===== src/rtl/pipe_hazard_ctrl.sv =====
// Hazard, forwarding and flush control for the ID/EX boundary, with a register scoreboard for long-latency units.
// Optional PIPE_HAZARD_PERF_EN adds saturating stall/flush/scoreboard-stall event counters.
module pipe_hazard_ctrl #(
  parameter int RF_ADDRESS = 5,
  parameter int NUM_FWD    = 2,
  parameter int MAX_OUT    = 4,
  localparam int FWD_SEL_W = $clog2(NUM_FWD + 1)
) (
  input  logic                         clk,
  input  logic                         reset,
  input  logic                         id_valid,
  input  logic [RF_ADDRESS-1:0]        id_rs1,
  input  logic [RF_ADDRESS-1:0]        id_rs2,
  input  logic                         id_rs1_used,
  input  logic                         id_rs2_used,
  input  logic [RF_ADDRESS-1:0]        id_rd,
  input  logic                         id_reg_write,
  input  logic                         id_long_lat,
  input  logic [RF_ADDRESS-1:0]        ex_rd,
  input  logic                         ex_mem_read,
  input  logic                         ex_redirect,
  input  logic [RF_ADDRESS-1:0]        ex_rs1,
  input  logic [RF_ADDRESS-1:0]        ex_rs2,
  input  logic [NUM_FWD*RF_ADDRESS-1:0] fwd_rd,
  input  logic [NUM_FWD-1:0]           fwd_reg_write,
  input  logic                         lat_done_valid,
  input  logic [RF_ADDRESS-1:0]        lat_done_rd,
  output logic                         stall,
  output logic                         bubble_ex,
  output logic                         flush_if_id,
  output logic                         flush_id_ex,
  output logic [FWD_SEL_W-1:0]         fwd_a_sel,
  output logic [FWD_SEL_W-1:0]         fwd_b_sel,
  output logic [2**RF_ADDRESS-1:0]     sb_pending,
  output logic                         sb_full
`ifdef PIPE_HAZARD_PERF_EN
  ,
  output logic [31:0]                  perf_stall_cnt,
  output logic [31:0]                  perf_flush_cnt,
  output logic [31:0]                  perf_sb_stall_cnt
`endif
);

  localparam int NREG  = 2**RF_ADDRESS;
  localparam int CNT_W = $clog2(MAX_OUT + 1);

  logic [NREG-1:0]  pending_q, pending_d;
  logic [CNT_W-1:0] count_q, count_d;
  logic             full;
  logic             luh, sbh, raw, waw, structural;
  logic             issue, complete;

  assign full = (count_q == CNT_W'(MAX_OUT));

  assign luh = id_valid && ex_mem_read && (ex_rd != '0) &&
               ((id_rs1_used && (id_rs1 == ex_rd)) || (id_rs2_used && (id_rs2 == ex_rd)));

  // Pending bits come straight from the register, so a completion only frees dependants next cycle.
  assign raw        = (id_rs1_used && pending_q[id_rs1]) || (id_rs2_used && pending_q[id_rs2]);
  assign waw        = id_reg_write && (id_rd != '0) && pending_q[id_rd];
  assign structural = id_long_lat && full;
  assign sbh        = id_valid && (raw || waw || structural);

  assign stall       = !reset && (luh || sbh) && !ex_redirect;
  assign bubble_ex   = stall;
  assign flush_if_id = reset || ex_redirect;
  assign flush_id_ex = reset || ex_redirect;
  assign sb_full     = !reset && full;
  assign sb_pending  = pending_q;

  assign issue    = !reset && id_valid && !stall && !ex_redirect && id_long_lat &&
                    id_reg_write && (id_rd != '0);
  assign complete = lat_done_valid && (lat_done_rd != '0) && pending_q[lat_done_rd];

  always_comb begin
    pending_d = pending_q;
    if (complete) pending_d[lat_done_rd] = 1'b0;
    if (issue)    pending_d[id_rd]       = 1'b1;
  end

  always_comb begin
    count_d = count_q;
    case ({issue, complete})
      2'b10:   if (count_q < CNT_W'(MAX_OUT)) count_d = count_q + 1'b1;
      2'b01:   if (count_q != '0)             count_d = count_q - 1'b1;
      default: count_d = count_q;
    endcase
  end

  always_ff @(posedge clk) begin
    if (reset) begin
      pending_q <= '0;
      count_q   <= '0;
    end else begin
      pending_q <= pending_d;
      count_q   <= count_d;
    end
  end

  // Scan oldest to nearest so the nearest matching source wins.
  always_comb begin
    fwd_a_sel = '0;
    fwd_b_sel = '0;
    if (!reset) begin
      for (int k = NUM_FWD - 1; k >= 0; k--) begin
        if (fwd_reg_write[k] && (fwd_rd[k*RF_ADDRESS +: RF_ADDRESS] == ex_rs1) && (ex_rs1 != '0))
          fwd_a_sel = FWD_SEL_W'(k + 1);
        if (fwd_reg_write[k] && (fwd_rd[k*RF_ADDRESS +: RF_ADDRESS] == ex_rs2) && (ex_rs2 != '0))
          fwd_b_sel = FWD_SEL_W'(k + 1);
      end
    end
  end

`ifdef PIPE_HAZARD_PERF_EN
  always_ff @(posedge clk) begin
    if (reset) begin
      perf_stall_cnt    <= '0;
      perf_flush_cnt    <= '0;
      perf_sb_stall_cnt <= '0;
    end else begin
      if (stall && (perf_stall_cnt != 32'hFFFF_FFFF))
        perf_stall_cnt <= perf_stall_cnt + 32'd1;
      if (ex_redirect && (perf_flush_cnt != 32'hFFFF_FFFF))
        perf_flush_cnt <= perf_flush_cnt + 32'd1;
      if (stall && sbh && (perf_sb_stall_cnt != 32'hFFFF_FFFF))
        perf_sb_stall_cnt <= perf_sb_stall_cnt + 32'd1;
    end
  end
`endif

endmodule


===== config.mk =====
export PLATFORM = sky130hd
export DESIGN_NAME = pipe_hazard_ctrl
export DESIGN_NICKNAME = d
export VERILOG_FILES = /design/src/rtl/pipe_hazard_ctrl.sv
export SDC_FILE = /design/constraint.sdc
export NUM_CORES = 1
export LEC_CHECK = 0
export ABC_AREA = 1
export BUFFER_PORTS_ARGS = -buffer_cell sky130_fd_sc_hd__buf_2
export CAP_MARGIN = 20
export CORE_MARGIN = 3
export CORE_UTILIZATION = 54
export DETAILED_ROUTE_END_ITERATION = 7
export PLACE_DENSITY = 0.88
export SLEW_MARGIN = 0
export SYNTH_ARGS = -nofsm -noshare
export SYNTH_HDL_FRONTEND = slang
export SYNTH_SLANG_ARGS = --single-unit

===== constraint.sdc =====
create_clock -name clk -period 3 [get_ports clk]
set_input_delay 0 -clock clk [delete_from_list [all_inputs] [get_ports clk]]
set_output_delay 0 -clock clk [all_outputs]
set_load 0.05 [all_outputs]

==> results of run 1 <==
==> layout make-up <==
class                      count  area [µm²]
inverter                      51         191
clock inverter                 2        35.0
tap                           77        96.3
timing repair buffer         113         606
sequential                    35         708
multi-input combinational    529        2560
fill                         608        2180
clock buffer                   6        82.6
==> logic make-up after synthesis <==
family / count (synthesis) / synth area share [%]
buffers and inverters: 85 / 11.2
flip-flops: 35 / 19.2
XOR/XNOR: 19 / 4.57
AND/OR/NAND/NOR: 400 / 47.5
AO/OA/AOI/OAI: 106 / 16.1
adder cells (fa/ha/maj): 4 / 1.37
==> through the flow <==
step / hold slack, ps / instance area (µm²) / power (mW) / setup WS (ps) / instances
final: 232 / 4280 / 1.23 / 224 / 813
after global routing: 257 / 4280 / 1.27 / -47.0 / 813
after floorplan: 179 / 3640 / 0.659 / 330 / 649
after detailed placement: 443 / 4130 / 0.762 / 8.60 / 805
after global placement: 446 / 4130 / 0.753 / 202 / 805
after CTS: 224 / 4250 / 1.21 / 81.9 / 813
==> layout by cell type, fill, tap and decap left out, drive strengths merged, types with 4 or more instances in the layout <==
cell    count
clkbuf      6
nor2       47
nand4      38
buf       113
xnor2       8
a22oi      16
nor3       20
o21ai      38
nor4        5
xor2       11
dfxtp      35
nand3      57
inv        49
a21oi      43
o22ai       5
nand2     229
ha          4
==> report_power, final <==
group | leakage (nW) | switching, mW | total (mW) | internal, mW
sequential | 0.285 | 0.00178 | 0.467 | 0.465
clock | 0.0612 | 0.197 | 0.467 | 0.269
combinational | 1.62 | 0.201 | 0.294 | 0.0925
total | 1.97 | 0.400 | 1.23 | 0.827
==> state kept, by name, indices dropped and copies added (netlist names) <==
| name | flops |
|---|---|
| count_q | 3 |
| sb_pending | 32 |
==> tightest hold or removal path, stage by stage <==
cell,delay [ps]
sky130_fd_sc_hd__buf_2,100
sky130_fd_sc_hd__buf_4,250
sky130_fd_sc_hd__nor2_1,130
==> worst paths after layout <==
kind | slack (ps) | start | endpoint | cells past startpoint
hold reg to reg | 510 | sb_pending[0] | sb_pending[0] | 2
setup / recovery | 220 | sb_pending[11] | count_q[2] | 21
hold / removal | 230 | reset | sb_pending[0] | 3
setup reg to reg | 220 | sb_pending[11] | count_q[2] | 21
==> layer usage <==
metal  wire (µm)  track usage [%]  up-vias  share of wire, %
met5           0                0        -                 0
met4         455             12.2        0               3.4
met3        1820             6.40       70                14
met2        5940             54.4      393                44
met1        5200             45.0     2204                39
li1            -                -     2347                 -
==> PnR_summary.wiki, run 1 <==
{| class="wikitable"
! Metric !! Value
|-
| Critical path arrival || 2970 ps
|-
| Mean number of vias per cell || 6.17
|-
| Starting density of the core || between 50 and 60%
|-
| Clock-pin slew on the worst setup and hold paths || 80 ps
|-
| Timing-limited maximum frequency || 0.360 GHz
|-
| Max-Cap Viols || 0
|-
| Crit path buf inv count || 2
|-
| Path category of the worst min-delay check || input pin to register
|-
| Synth warn || 0
|-
| Most common cell in the netlist || sky130_fd_sc_hd__nand2_1
|-
| Worst path cell trace || nand2_1, nand2_1, nand2_1, nand2_1, nand2_1, nand2_1, nor2_2, nand2_1, a21oi_2, nand3_1, nand2_2, nand2_1, inv_1, nand2_1, ha_1, a21oi_1, inv_1, a31oi_2, nand2_1, o21ai_1, a21oi_1
|-
| Fraction of the yosys area taken by sequential cells || roughly a fifth
|-
| Final routed DRC violation total || 0
|-
| Final worst path period need || 2780 ps
|-
| Setup TNS Final || 0 ps
|-
| Max_slew headroom || about 54%
|-
| Final period util || 92.5%
|-
| Number of antenna violations at the first check in global routing || 0
|-
| Post-CTS Hold Fix Bufs || 0
|-
| Number of pins exceeding their max-slew limit in the final report || 0
|-
| Worst stage delay on the critical path || 390 ps
|-
| CP top delay family || simple AND/OR/NAND/NOR gates
|-
| # resized after CTS || 0
|-
| Die H || 88.1 µm
|-
| Pwr Density || ~290 nW/µm²
|-
| Width of the chip || 88.1 µm
|-
| Number of enable-type register cells in the synthesized netlist || 0
|-
| Number of setup buffers added after CTS || 0
|-
| Number of buffers created by CTS || 5
|-
| Result of the run || finished, final reports clean
|-
| Post-synth ARST share || 0%
|-
| Element type at the critical path start || register
|-
| CTS H-tree depth || 2
|-
| Post-synth design cell area || 3640 µm²
|-
| Number of endpoints with negative hold slack in the final report || 0
|-
| Count of nets left with antenna violations after detail routing || 0
|-
| First-iteration detailed-routing DRC count || 663
|-
| Total Nets Final || 796
|-
| Post-synthesis sequential element count || 35
|-
| Largest area contributor in the netlist || sky130_fd_sc_hd__nand2_1
|-
| Number of setup violations in the final report || 0
|-
| Clock tree from TritonCTS || built
|-
| Worst EP required || roughly 3200 ps
|-
| Global routing usage summed across all routing layers || about a third
|-
| Maximum number of pins on one net before global-route repair || 39
|-
| Area share of the largest cell type after synthesis || 23.4%
|-
| Global-route wire length before repair || 21.0 mm
|-
| Core Util, Final || approximately 66%
|-
| Post-synth top cells || sky130_fd_sc_hd__nand2_1, sky130_fd_sc_hd__nand3_1, sky130_fd_sc_hd__inv_1
|-
| Share of layout cells above drive strength 1 || just under 20%
|-
| Cell variety after synth || 32
|-
| Mean cell area of the mapped netlist || 5.61 µm²
|-
| GP Congestion || just over 1
|-
| Routed WL || about 13 mm
|-
| Routed length per instance || 16.5 µm
|-
| Post-synth net total || 710
|-
| Std-Cell Rows || 29
|-
| Dominant register cell in the synthesized netlist || sky130_fd_sc_hd__dfxtp_1
|-
| Worst-Margin Slew || about 690 ps
|-
| CP Max Fanout || 6
|-
| Deepest clock path buffer count || 2
|-
| Standby leakage power || 1.97 nW
|-
| Number of buffers added on ports || 97
|-
| Diode count || 0
|-
| Placeable core area || 6460 µm²
|-
| Vias after detailed routing || between 5000 and 6000
|-
| Estimated wirelength of the detail-placed design || 9.82 mm
|-
| Area of the die || between 7000 and 8000 µm²
|-
| Clock latency on the worst-skew pair || 300 ps
|-
| Count of clock tree sinks || 35
|-
| GRT overflow || 0
|-
| Leading cell types by total area after synthesis || sky130_fd_sc_hd__nand2_1, sky130_fd_sc_hd__dfxtp_1, sky130_fd_sc_hd__nand3_1
|-
| Pre-Repair DR Iteration Count || 6
|-
| Maximum vdd ir drop || 0.305 mV
|-
| Post-Route Skew || 7.62 ps
|-
| Most common cell on crit path || sky130_fd_sc_hd__nand2_1
|-
| Root Buffer Master || sky130_fd_sc_hd__clkbuf_8
|-
| Post-synthesis to final-layout area growth || 17.4%
|-
| Kind of capture point of the worst setup path || register
|-
| Gate count after technology mapping || 649
|-
| Critical path type || register to register
|-
| Library cell contributing the largest single delay on the critical path || sky130_fd_sc_hd__dfxtp_1
|-
| Vias in the first global route || 4455
|-
| Count of boundary I/O pins || 98
|}
(Power assumes the default switching activity.)
==> run 2, diff against run 1 <==
Settings changed: RECOVER_POWER set to 25.
==> run 2 against run 1 <==
Utilization is 0.31 points lower. Die area is the same. Sequential share of layout area grew 0.078 points. Hold slack lost 2.1 ps. Register-to-register slack worse by 20 ps. Final cell count unchanged. Power decreased by 0.24%. Clock-buffer cell count unchanged. Clock power is essentially flat. Routed wire length about the same. Sequential cell count unchanged. Non-clock buffer count unchanged.
==> PnR_summary.wiki, run 2 (synthesis results as in run 1) <==
{| class="wikitable"
! Metric !! Value
|-
| GP Congestion || between 1 and 1.5
|-
| Kind of capture point of the worst setup path || register
|-
| Width of the chip || 88.1 µm
|-
| GRT overflow || 0
|-
| Number of antenna violations at the first check in global routing || 0
|-
| Number of flip-flops under the largest register name || 32
|-
| Number of pins exceeding their max-slew limit in the final report || 0
|-
| Count of boundary I/O pins || 98
|-
| Diode count || 0
|-
| Flop-to-flop setup slack || 200 ps
|-
| Number of setup violations in the final report || 0
|-
| Commonest non-fill, non-tap cells in the layout || sky130_fd_sc_hd__nand2_1, sky130_fd_sc_hd__buf_2, sky130_fd_sc_hd__nand3_1
|-
| Post-Route Skew || roughly 8.4 ps
|-
| Final worst setup slack || 200 ps
|-
| Worst Reg-to-Reg Cells || 21
|-
| Worst EP required || 3190 ps
|-
| Core Util, Final || 65.9%
|-
| Routed WL || 13.4 mm
|-
| Max_slew headroom || 55.7%
|-
| Std-Cell Rows || 29
|-
| Final routed DRC violation total || 0
|-
| Setup TNS Final || 0 ps
|-
| Critical path endpoint || count_q[2]
|-
| Total Nets Final || 796
|-
| Die H || 88.1 µm
|-
| Number of endpoints with negative hold slack in the final report || 0
|-
| Final worst hold slack || 230 ps
|-
| Met1 routing resource usage after global routing || roughly 45%
|-
| Count of nets left with antenna violations after detail routing || 0
|-
| Estimated wirelength of the detail-placed design || 9.82 mm
|-
| Maximum vdd ir drop || 0.304 mV
|-
| Max-Cap Viols || 0
|-
| CP Max Fanout || 6
|-
| Mean number of vias per cell || 6.21
|-
| Met2 Track Usage GR || 54.4%
|-
| Final worst path period need || 2800 ps
|-
| Post-layout total power || 1.22 mW
|-
| Area of the die || 7770 µm²
|-
| Post-synthesis to final-layout area growth || 16.8%
|-
| Path category of the worst min-delay check || input pin to register
|-
| Clock tree from TritonCTS || built
|-
| Clock-pin slew on the worst setup and hold paths || 80 ps
|-
| Pwr Density || around 290 nW/µm²
|-
| Root Buffer Master || sky130_fd_sc_hd__clkbuf_8
|-
| Critical path type || register to register
|-
| Standby leakage power || approximately 1.9 nW
|-
| Leading cell type in the layout, fill and taps excluded || sky130_fd_sc_hd__nand2_1
|-
| Crit Reg-Reg Endpoint || count_q[2]
|-
| First-iteration detailed-routing DRC count || 683
|-
| Maximum number of pins on one net before global-route repair || 39
|-
| Deepest clock path buffer count || 2
|-
| Critical path arrival || 2990 ps
|-
| Fill cell instance count of the final layout || 615
|-
| Starting density of the core || 56.4%
|-
| Critical path launch point || sb_pending[12]
|-
| Pre-Repair DR Iteration Count || 6
|-
| Clock latency on the worst-skew pair || 300 ps
|-
| Routed length per instance || 16.5 µm
|-
| Count of clock tree sinks || 35
|-
| Worst r2r src || sb_pending[12]
|-
| Element type at the critical path start || register
|-
| Most congested layer reported by global routing || met2
|-
| Worst-Margin Slew || 659 ps
|-
| Placeable core area || around 6500 µm²
|-
| Result of the run || finished, final reports clean
|-
| Timing-limited maximum frequency || between 0.3 and 0.4 GHz
|-
| Vias in the first global route || roughly 4500
|-
| Share of layout cells above drive strength 1 || 17.1%
|-
| Post-placement setup slack || 8.60 ps
|-
| Final period util || 93.3%
|-
| Vias after detailed routing || 5047
|-
| GR Layer Usage met3 || 6.40%
|-
| Number of buffers added on ports || 97
|-
| CTS H-tree depth || 2
|-
| Global routing usage summed across all routing layers || 33.8%
|-
| Number of buffers created by CTS || 5
|-
| Global-route wire length before repair || 21.0 mm
|}
## run 2: report_power, final
part	switching (mW)	total, mW	leakage, nW	internal [mW]
sequential	0.00180	0.467	0.285	0.465
combinational	0.201	0.293	1.56	0.0921
clock	0.195	0.465	0.0612	0.269
total	0.398	1.22	1.90	0.826
## run 2: final cells by class
class / count / area (µm²) / area share [%]
Multi-Input combinational cell: 529 / 2560 / 60.1
Sequential cell: 35 / 708 / 16.6
Timing Repair Buffer: 113 / 586 / 13.8
Inverter: 51 / 191 / 4.50
Tap cell: 77 / 96.3 / 2.26
Clock buffer: 6 / 82.6 / 1.94
Clock inverter: 2 / 35.0 / 0.823
## run 2: routing by layer
metal	part of all wire, %	wire, µm
met2	44	5950
met3	14	1820
met5	0	0
met1	39	5200
met4	3.4	450
## run 2: timing repair
action	in CTS	in global routing
hold buffers	0	0
setup buffers	0	0
gates resized for setup	0	12
hold endpoints to repair	0	0
endpoints found under the setup margin	0	3
## run 2: worst max-delay path, cell delays in order (launching register included)
cell	delay [ps]
sky130_fd_sc_hd__dfxtp_1	400
sky130_fd_sc_hd__nand2_1	100
sky130_fd_sc_hd__nand2_1	50
sky130_fd_sc_hd__nand2_1	50
sky130_fd_sc_hd__nand2_1	60
sky130_fd_sc_hd__nand2_1	50
sky130_fd_sc_hd__nand2_1	60
sky130_fd_sc_hd__nor2_2	120
sky130_fd_sc_hd__nand2_1	80
sky130_fd_sc_hd__a21oi_2	170
sky130_fd_sc_hd__nand3_1	100
sky130_fd_sc_hd__nand2_2	80
sky130_fd_sc_hd__nand2_1	60
sky130_fd_sc_hd__inv_1	80
sky130_fd_sc_hd__nand2_1	110
sky130_fd_sc_hd__ha_1	300
sky130_fd_sc_hd__a21oi_1	190
sky130_fd_sc_hd__inv_1	90
sky130_fd_sc_hd__a31oi_2	220
sky130_fd_sc_hd__nand2_1	120
sky130_fd_sc_hd__o21ai_1	160
sky130_fd_sc_hd__a21oi_1	60
## run 2: how the worst min path moves through the flow
stage	cells after the start	slack [ps]	from	endpoint
5_1_grt	5	260	lat_done_rd[0]	sb_pending[10]
4_1_cts	3	220	reset	sb_pending[0]
2_1_floorplan	3	180	reset	count_q[1]
6_report	3	230	reset	sb_pending[0]
3_5_place_dp	4	440	fwd_reg_write[1]	fwd_b_sel[1]
3_3_place_gp	4	450	fwd_reg_write[1]	fwd_b_sel[1]
## run 2: per-stage QoR
stage                     cell area, µm²  cells
after floorplan                     3640    649
after global placement              4130    805
after detailed placement            4130    805
after CTS                           4250    813
after global routing                4260    813
final                               4260    813
